[config.mk]
export PLATFORM = sky130hd
export DESIGN_NAME = and_chain_ctrl_flat
export DESIGN_NICKNAME = d
export VERILOG_FILES = /design/src/rtl/and_chain_ctrl_if.sv /design/src/rtl/and_chain_ctrl.sv /design/src/flat_wrapper.sv
export SDC_FILE = /design/constraint.sdc
export NUM_CORES = 1
export LEC_CHECK = 0
export ABC_AREA = 0
export CORE_AREA = 2 2 39 41
export CTS_CLUSTER_DIAMETER = 60
export CTS_CLUSTER_SIZE = 10
export DETAILED_ROUTE_END_ITERATION = 12
export DIE_AREA = 0 0 41 43
export PLACE_DENSITY_LB_ADDON = 0.05
export SLEW_MARGIN = 10
export SYNTH_ARGS = -nofsm -noshare
export SYNTH_HDL_FRONTEND = slang
export SYNTH_SLANG_ARGS = --single-unit
[constraint.sdc]
create_clock -name clk -period 2.6 [get_ports clk]
set_input_delay 0.39 -clock clk [delete_from_list [all_inputs] [get_ports clk]]
set_output_delay 0.39 -clock clk [all_outputs]
set_load 0.005 [all_outputs]
[src/rtl/and_chain_ctrl_if.sv]
// Handshake and operand/result bundle for and_chain_ctrl.
// The driver (lab top or bench) takes the master modport, the controller the slave.
interface and_chain_ctrl_if #(
  parameter int unsigned W = 1
);
  logic         start;
  logic [W-1:0] a;
  logic [W-1:0] b;
  logic [W-1:0] c;
  logic [W-1:0] d;
  logic         busy;
  logic         done;
  logic [W-1:0] e;
  logic [W-1:0] f;
  logic [W-1:0] g;

  modport master (
    output start, a, b, c, d,
    input  busy, done, e, f, g
  );

  modport slave (
    input  start, a, b, c, d,
    output busy, done, e, f, g
  );
endinterface

[src/rtl/and_chain_ctrl.sv]
// Sequenced 4-operand AND chain (e=a&b, f=e&c, g=f&d) that evaluates one stage
// per clock through a single shared W-bit AND unit, with a start/busy/done handshake.
module and_chain_ctrl #(
  parameter int unsigned W          = 1,
  parameter bit          EARLY_EXIT = 1'b0
) (
  input  logic             clk,
  input  logic             rst_n,
  and_chain_ctrl_if.slave  bus
);

  typedef enum logic [2:0] {
    IDLE,
    S1,
    S2,
    S3,
    DONE
  } state_e;

  state_e       state_q;
  logic         busy_q;
  logic         done_q;
  logic [W-1:0] a_q, b_q, c_q, d_q;
  logic [W-1:0] e_q, f_q, g_q;

  logic [W-1:0] and_x;
  logic [W-1:0] and_y;
  logic [W-1:0] and_res;

  // Operand mux in front of the one shared AND unit.
  always_comb begin
    and_x = '0;
    and_y = '0;
    unique case (state_q)
      S1:      begin and_x = a_q; and_y = b_q; end
      S2:      begin and_x = e_q; and_y = c_q; end
      S3:      begin and_x = f_q; and_y = d_q; end
      default: begin and_x = '0;  and_y = '0;  end
    endcase
    and_res = and_x & and_y;
  end

  always_ff @(posedge clk) begin
    if (!rst_n) begin
      state_q <= IDLE;
      busy_q  <= 1'b0;
      done_q  <= 1'b0;
      a_q     <= '0;
      b_q     <= '0;
      c_q     <= '0;
      d_q     <= '0;
      e_q     <= '0;
      f_q     <= '0;
      g_q     <= '0;
    end else begin
      unique case (state_q)
        IDLE, DONE: begin
          done_q <= 1'b0;
          if (bus.start) begin
            a_q     <= bus.a;
            b_q     <= bus.b;
            c_q     <= bus.c;
            d_q     <= bus.d;
            e_q     <= '0;
            f_q     <= '0;
            g_q     <= '0;
            busy_q  <= 1'b1;
            state_q <= S1;
          end else begin
            state_q <= IDLE;
          end
        end
        S1: begin
          e_q <= and_res;
          if (EARLY_EXIT && (and_res == '0)) begin
            busy_q  <= 1'b0;
            done_q  <= 1'b1;
            state_q <= DONE;
          end else begin
            state_q <= S2;
          end
        end
        S2: begin
          f_q <= and_res;
          if (EARLY_EXIT && (and_res == '0)) begin
            busy_q  <= 1'b0;
            done_q  <= 1'b1;
            state_q <= DONE;
          end else begin
            state_q <= S3;
          end
        end
        S3: begin
          g_q     <= and_res;
          busy_q  <= 1'b0;
          done_q  <= 1'b1;
          state_q <= DONE;
        end
        default: begin
          busy_q  <= 1'b0;
          done_q  <= 1'b0;
          state_q <= IDLE;
        end
      endcase
    end
  end

  assign bus.busy = busy_q;
  assign bus.done = done_q;
  assign bus.e    = e_q;
  assign bus.f    = f_q;
  assign bus.g    = g_q;

endmodule

[src/flat_wrapper.sv]
// flat-port wrapper written by rule: the top's interface ports become plain ports
module and_chain_ctrl_flat 
#(
  parameter int unsigned W          = 1,
  parameter bit          EARLY_EXIT = 1'b0
)
  (clk, rst_n, bus_start, bus_a, bus_b, bus_c, bus_d, bus_busy, bus_done, bus_e, bus_f, bus_g);
  and_chain_ctrl_if #(.W(W)) bus_i ();
  input  logic clk;
  input  logic rst_n;
  input wire logic [$bits(bus_i.start)-1:0] bus_start;
  input wire logic [$bits(bus_i.a)-1:0] bus_a;
  input wire logic [$bits(bus_i.b)-1:0] bus_b;
  input wire logic [$bits(bus_i.c)-1:0] bus_c;
  input wire logic [$bits(bus_i.d)-1:0] bus_d;
  output wire logic [$bits(bus_i.busy)-1:0] bus_busy;
  output wire logic [$bits(bus_i.done)-1:0] bus_done;
  output wire logic [$bits(bus_i.e)-1:0] bus_e;
  output wire logic [$bits(bus_i.f)-1:0] bus_f;
  output wire logic [$bits(bus_i.g)-1:0] bus_g;
  assign bus_i.start = bus_start;
  assign bus_i.a = bus_a;
  assign bus_i.b = bus_b;
  assign bus_i.c = bus_c;
  assign bus_i.d = bus_d;
  assign bus_busy = bus_i.busy;
  assign bus_done = bus_i.done;
  assign bus_e = bus_i.e;
  assign bus_f = bus_i.f;
  assign bus_g = bus_i.g;
  and_chain_ctrl #(.W(W), .EARLY_EXIT(EARLY_EXIT)) u_core (.clk(clk), .rst_n(rst_n), .bus(bus_i));
endmodule
==> results.md <==
- The element type at the critical path start is a flip-flop.
- The number of core rows is 14.
- In this run the worst setup path terminates at bus_e.
- The reg-to-reg setup timing slack is roughly 1300 ps.
- The logic depth of the worst setup path including buffers is 1.
- The number of nets in the synthesized netlist is 60.
- The largest individual stage delay along the critical path comes from the cell clkdlybuf4s50_1.
- Averaged over all synthesized cells, the footprint is between 9 and 10 um2.
- The final-stage net count is 73.
- In this run, CTS created clock tree buffers numbering 3.
- In this run the critical register-to-register path is launched from u_core.state_q[0].
- The final-report max-slew violation count is 0.
- IR analysis of the VDD net gives a maximum drop of 308 uV.
- The worst min-delay path class is flip-flop to flip-flop.
- In this run the worst setup path begins at u_core.bus.e.
- Setup repair after global routing left no endpoint under its margin.
- The register area is 240 um2.
- During synthesis, Yosys emitted a total of 0 warnings.
- The average detailed-routed wire length per instance is 10.5 um.
- The vias after detailed routing is 400.
- The die span in x is roughly 40 um.
- The maximum number of pins on one net before global-route repair is 13.
- In this run the most critical hold path is launched from u_core.bus.busy.
- For the worst setup path, the data required time is approximately 2200 ps.
- The number of global-route vias before repair was around 370.
- The count of cell types in the netlist is 23.
- The die covers 1760 um2.
- The worst-case headroom to the max-slew limit is between 70% and 80%.
- The end of the worst register-to-register path is u_core.bus.g.
- The effective utilization at floorplan is a little under two fifths.
- Of the cells placed in the final design, the portion with a size suffix greater than 1 is slightly above 9%.
- The power density of the placed cells is around 650 nW/um2.
- TritonCTS built the clock tree.
- The total number of clock tree sinks is 12.
- No sink is reached through more buffers than the 2 on the longest clock path.
- For this run, the detailed router's first-pass iteration total came to 4.
- The flow ran to the end, and the final reports show no timing, DRC or antenna violations.
- The number of buffer and inverter instances along the worst setup path is 1.
- The number of endpoints with negative hold slack in the final report came to 0.
- 12 I/O pins were placed.
- In this design, the stage delay of the slowest critical-path cell is 510 ps.
- After synthesis the netlist holds a flip-flop and latch count of 12.
- The tool flagged a number of max-cap violations equal to 0.
- The first global-routing pass estimated ~1400 um of wire.
- The via density per instance is 4.94.
- The number of instances resized during post-cts repair is 0.
- The leakage dissipation is between 0.0002 and 0.00025 uW.
- STA classifies the critical path endpoint as an output port.
- For this run, the register share of the synthesized area comes to a little under half.
- Timing would allow up to 658 MHz.
- The smallest clock period supported by the final layout is computed as around 1500 ps.
- The placed instance count is 77.
- By startpoint and endpoint, the worst setup path is classified as flip-flop to output port.
- The depth of the worst register-to-register path is 3.
- The area of the core is about 1400 um2.
- The worst-skew pair later-pin latency is approximately 270 ps.
- Walking the worst path, the cells encountered are clkdlybuf4s50_1.
- The number of setup violations in the final report is 0.
- The synthesized cell area is 510 um2.
- Summed over all layers, the global routing overflow is 0.
- The root buffer cell chosen for the clock tree is clkbuf_4.
- The clock transition at the registers of the reported paths is ~80 ps.
- The DRC violation count after routing is 0.
- Counting the fill cells in the layout gives 150.
- For the worst setup path, the data arrival time is approximately 1100 ps.
- The final worst-path cycle share is approximately 60%.
- The repair_antennas step left the layout with diodes totalling 0.
- The floorplan die height is around 43 um.
- The kind of cell with the highest combined delay on the critical path is buffers and inverters.
- The H-tree depth reported by CTS is 1.
- Summed over all layers, the routed wires come to between 800 and 900 um.
- The count of placed standard cells in the final layout, fillers left out is 81.
- Post-CTS timing repair inserted 0 buffers for setup.
- Hold repair after CTS inserted 0 buffers.
- Of all nets on the critical path, the largest fanout is 3.
- The count of nets left with antenna violations once routing finished came out at 0.
- The number of antenna violations at the first check in global routing came to 0.
- The synthesized instance count is 53.
- The wire-length estimate of the detail-placed layout is around 630 um.
- The global placer's final weighted congestion is 0.681.
- From synthesis to final layout, the design area changed by 28.7%.
- Summed over all failing endpoints, the final setup total negative slack is 0 ps.
- The number of port buffers is 11.
- The combined global-route utilization of all metal layers is between 10% and 20%.
- The area of combinational cells with multiple inputs is 246 um2.
- The number of DRC markers after the initial detailed-route iteration is 5.
- Across the routed clock network, the largest skew measured is around 1.5 ps.
- The transition time of the tightest slew-check pin is slightly above 400 ps.
worst min path at each step:
stage / endpoint / slack, ps / cells after the start
after floorplan: u_core.bus.busy / 450 / 2
after global placement: u_core.bus.busy / 460 / 2
after detailed placement: u_core.bus.busy / 450 / 2
after CTS: u_core.bus.busy / 460 / 2
after global routing: u_core.bus.busy / 480 / 2
final: u_core.bus.busy / 460 / 2
worst register-to-register path, stage by stage (launching register included):
cell      delay (ps)
dfxtp_1          440
nor3b_4          420
a311oi_1          90
a31o_2           230
stage by stage:
stage | area, um2 | util [%] | setup slack [ps] | hold WS (ps) | power (uW)
2_1_floorplan | 510 | - | 1470 | 452 | 269
3_3_place_gp | 621 | 44.8 | 885 | 456 | 289
3_5_place_dp | 621 | 44.8 | 874 | 451 | 287
4_1_cts | 657 | 47.5 | 1070 | 465 | 433
5_1_grt | 657 | 47.5 | 1010 | 484 | 452
6_report | 657 | 47.5 | 1080 | 458 | 428
Yosys cell counts (all sizes together):
cell type	n	area, um2
a21oi	3	15.0
a311oi	1	8.76
a31o	1	8.76
and2	1	6.26
buf	2	16.3
clkbuf	1	3.75
dfxtp	12	240
inv	1	3.75
maj3	1	10.0
mux2i	4	40.0
nand2	7	26.3
nand2b	4	25.0
nand4b	1	8.76
nor2	2	7.51
nor2b	4	25.0
nor3	1	5.00
nor3b	1	18.8
o21ai	2	10.0
o22ai	1	6.26
o2bb2ai	1	8.76
or2b	1	7.51
xnor2	1	8.76
where the power goes:
part | switching (uW) | internal (uW)
registers | 19.5 | 198
logic | 24.9 | 39.8
clock network | 61.0 | 85.0
registers in the layout, indices dropped and copies added, names as in the netlist:
register / cells
u_core.a_q: 1
u_core.b_q: 1
u_core.bus.busy: 1
u_core.bus.done: 1
u_core.bus.e: 1
u_core.bus.f: 1
u_core.bus.g: 1
u_core.c_q: 1
u_core.d_q: 1
u_core.state_q: 3
cells by family after synthesis:
kind of cell             count (synthesis)  synth area share (%)
adder cells (fa/ha/maj)                  1                  1.96
multiplexers                             4                  7.84
AND/OR/NAND/NOR                         22                  25.5
buffers and inverters                    4                  4.65
flip-flops                              12                  47.1
XOR/XNOR                                 1                  1.72
AO/OA/AOI/OAI                            9                  11.3
layout by cell type (no fill, tap or decap), drive strengths merged:
| cell | synthesis | layout |
|---|---|---|
| a21oi | 3 | 3 |
| a311oi | 1 | 1 |
| a31o | 1 | 1 |
| and2 | 1 | 1 |
| clkbuf | 1 | 4 |
| clkdlybuf4s50 | 0 | 11 |
| dfxtp | 12 | 12 |
| inv | 1 | 1 |
| maj3 | 1 | 1 |
| mux2i | 4 | 4 |
| nand2 | 7 | 7 |
| nand2b | 4 | 4 |
| nand4b | 1 | 1 |
| nor2 | 2 | 2 |
| nor2b | 4 | 4 |
| nor3 | 1 | 1 |
| nor3b | 1 | 1 |
| o21ai | 2 | 2 |
| o22ai | 1 | 1 |
| o2bb2ai | 1 | 1 |
| or2b | 1 | 1 |
| xnor2 | 1 | 1 |
routing by layer:
layer | wire (um) | GRT usage (%) | vias up
li1 | - | - | 208
met1 | 429 | 17.1 | 177
met2 | 374 | 15.6 | 11
met3 | 37 | 3.14 | 4
met4 | 10 | 6.00 | 0
met5 | 0 | 0 | -
final cells by class:
class | instances | area share (%)
multi-input cells | 37 | 37.5
flip-flops and latches | 12 | 36.6
repair buffers | 11 | 16.8
clock buffers | 4 | 5.52
well taps | 16 | 3.05
inverters | 1 | 0.571
No activity file was read; power rests on OpenSTA's default activity.
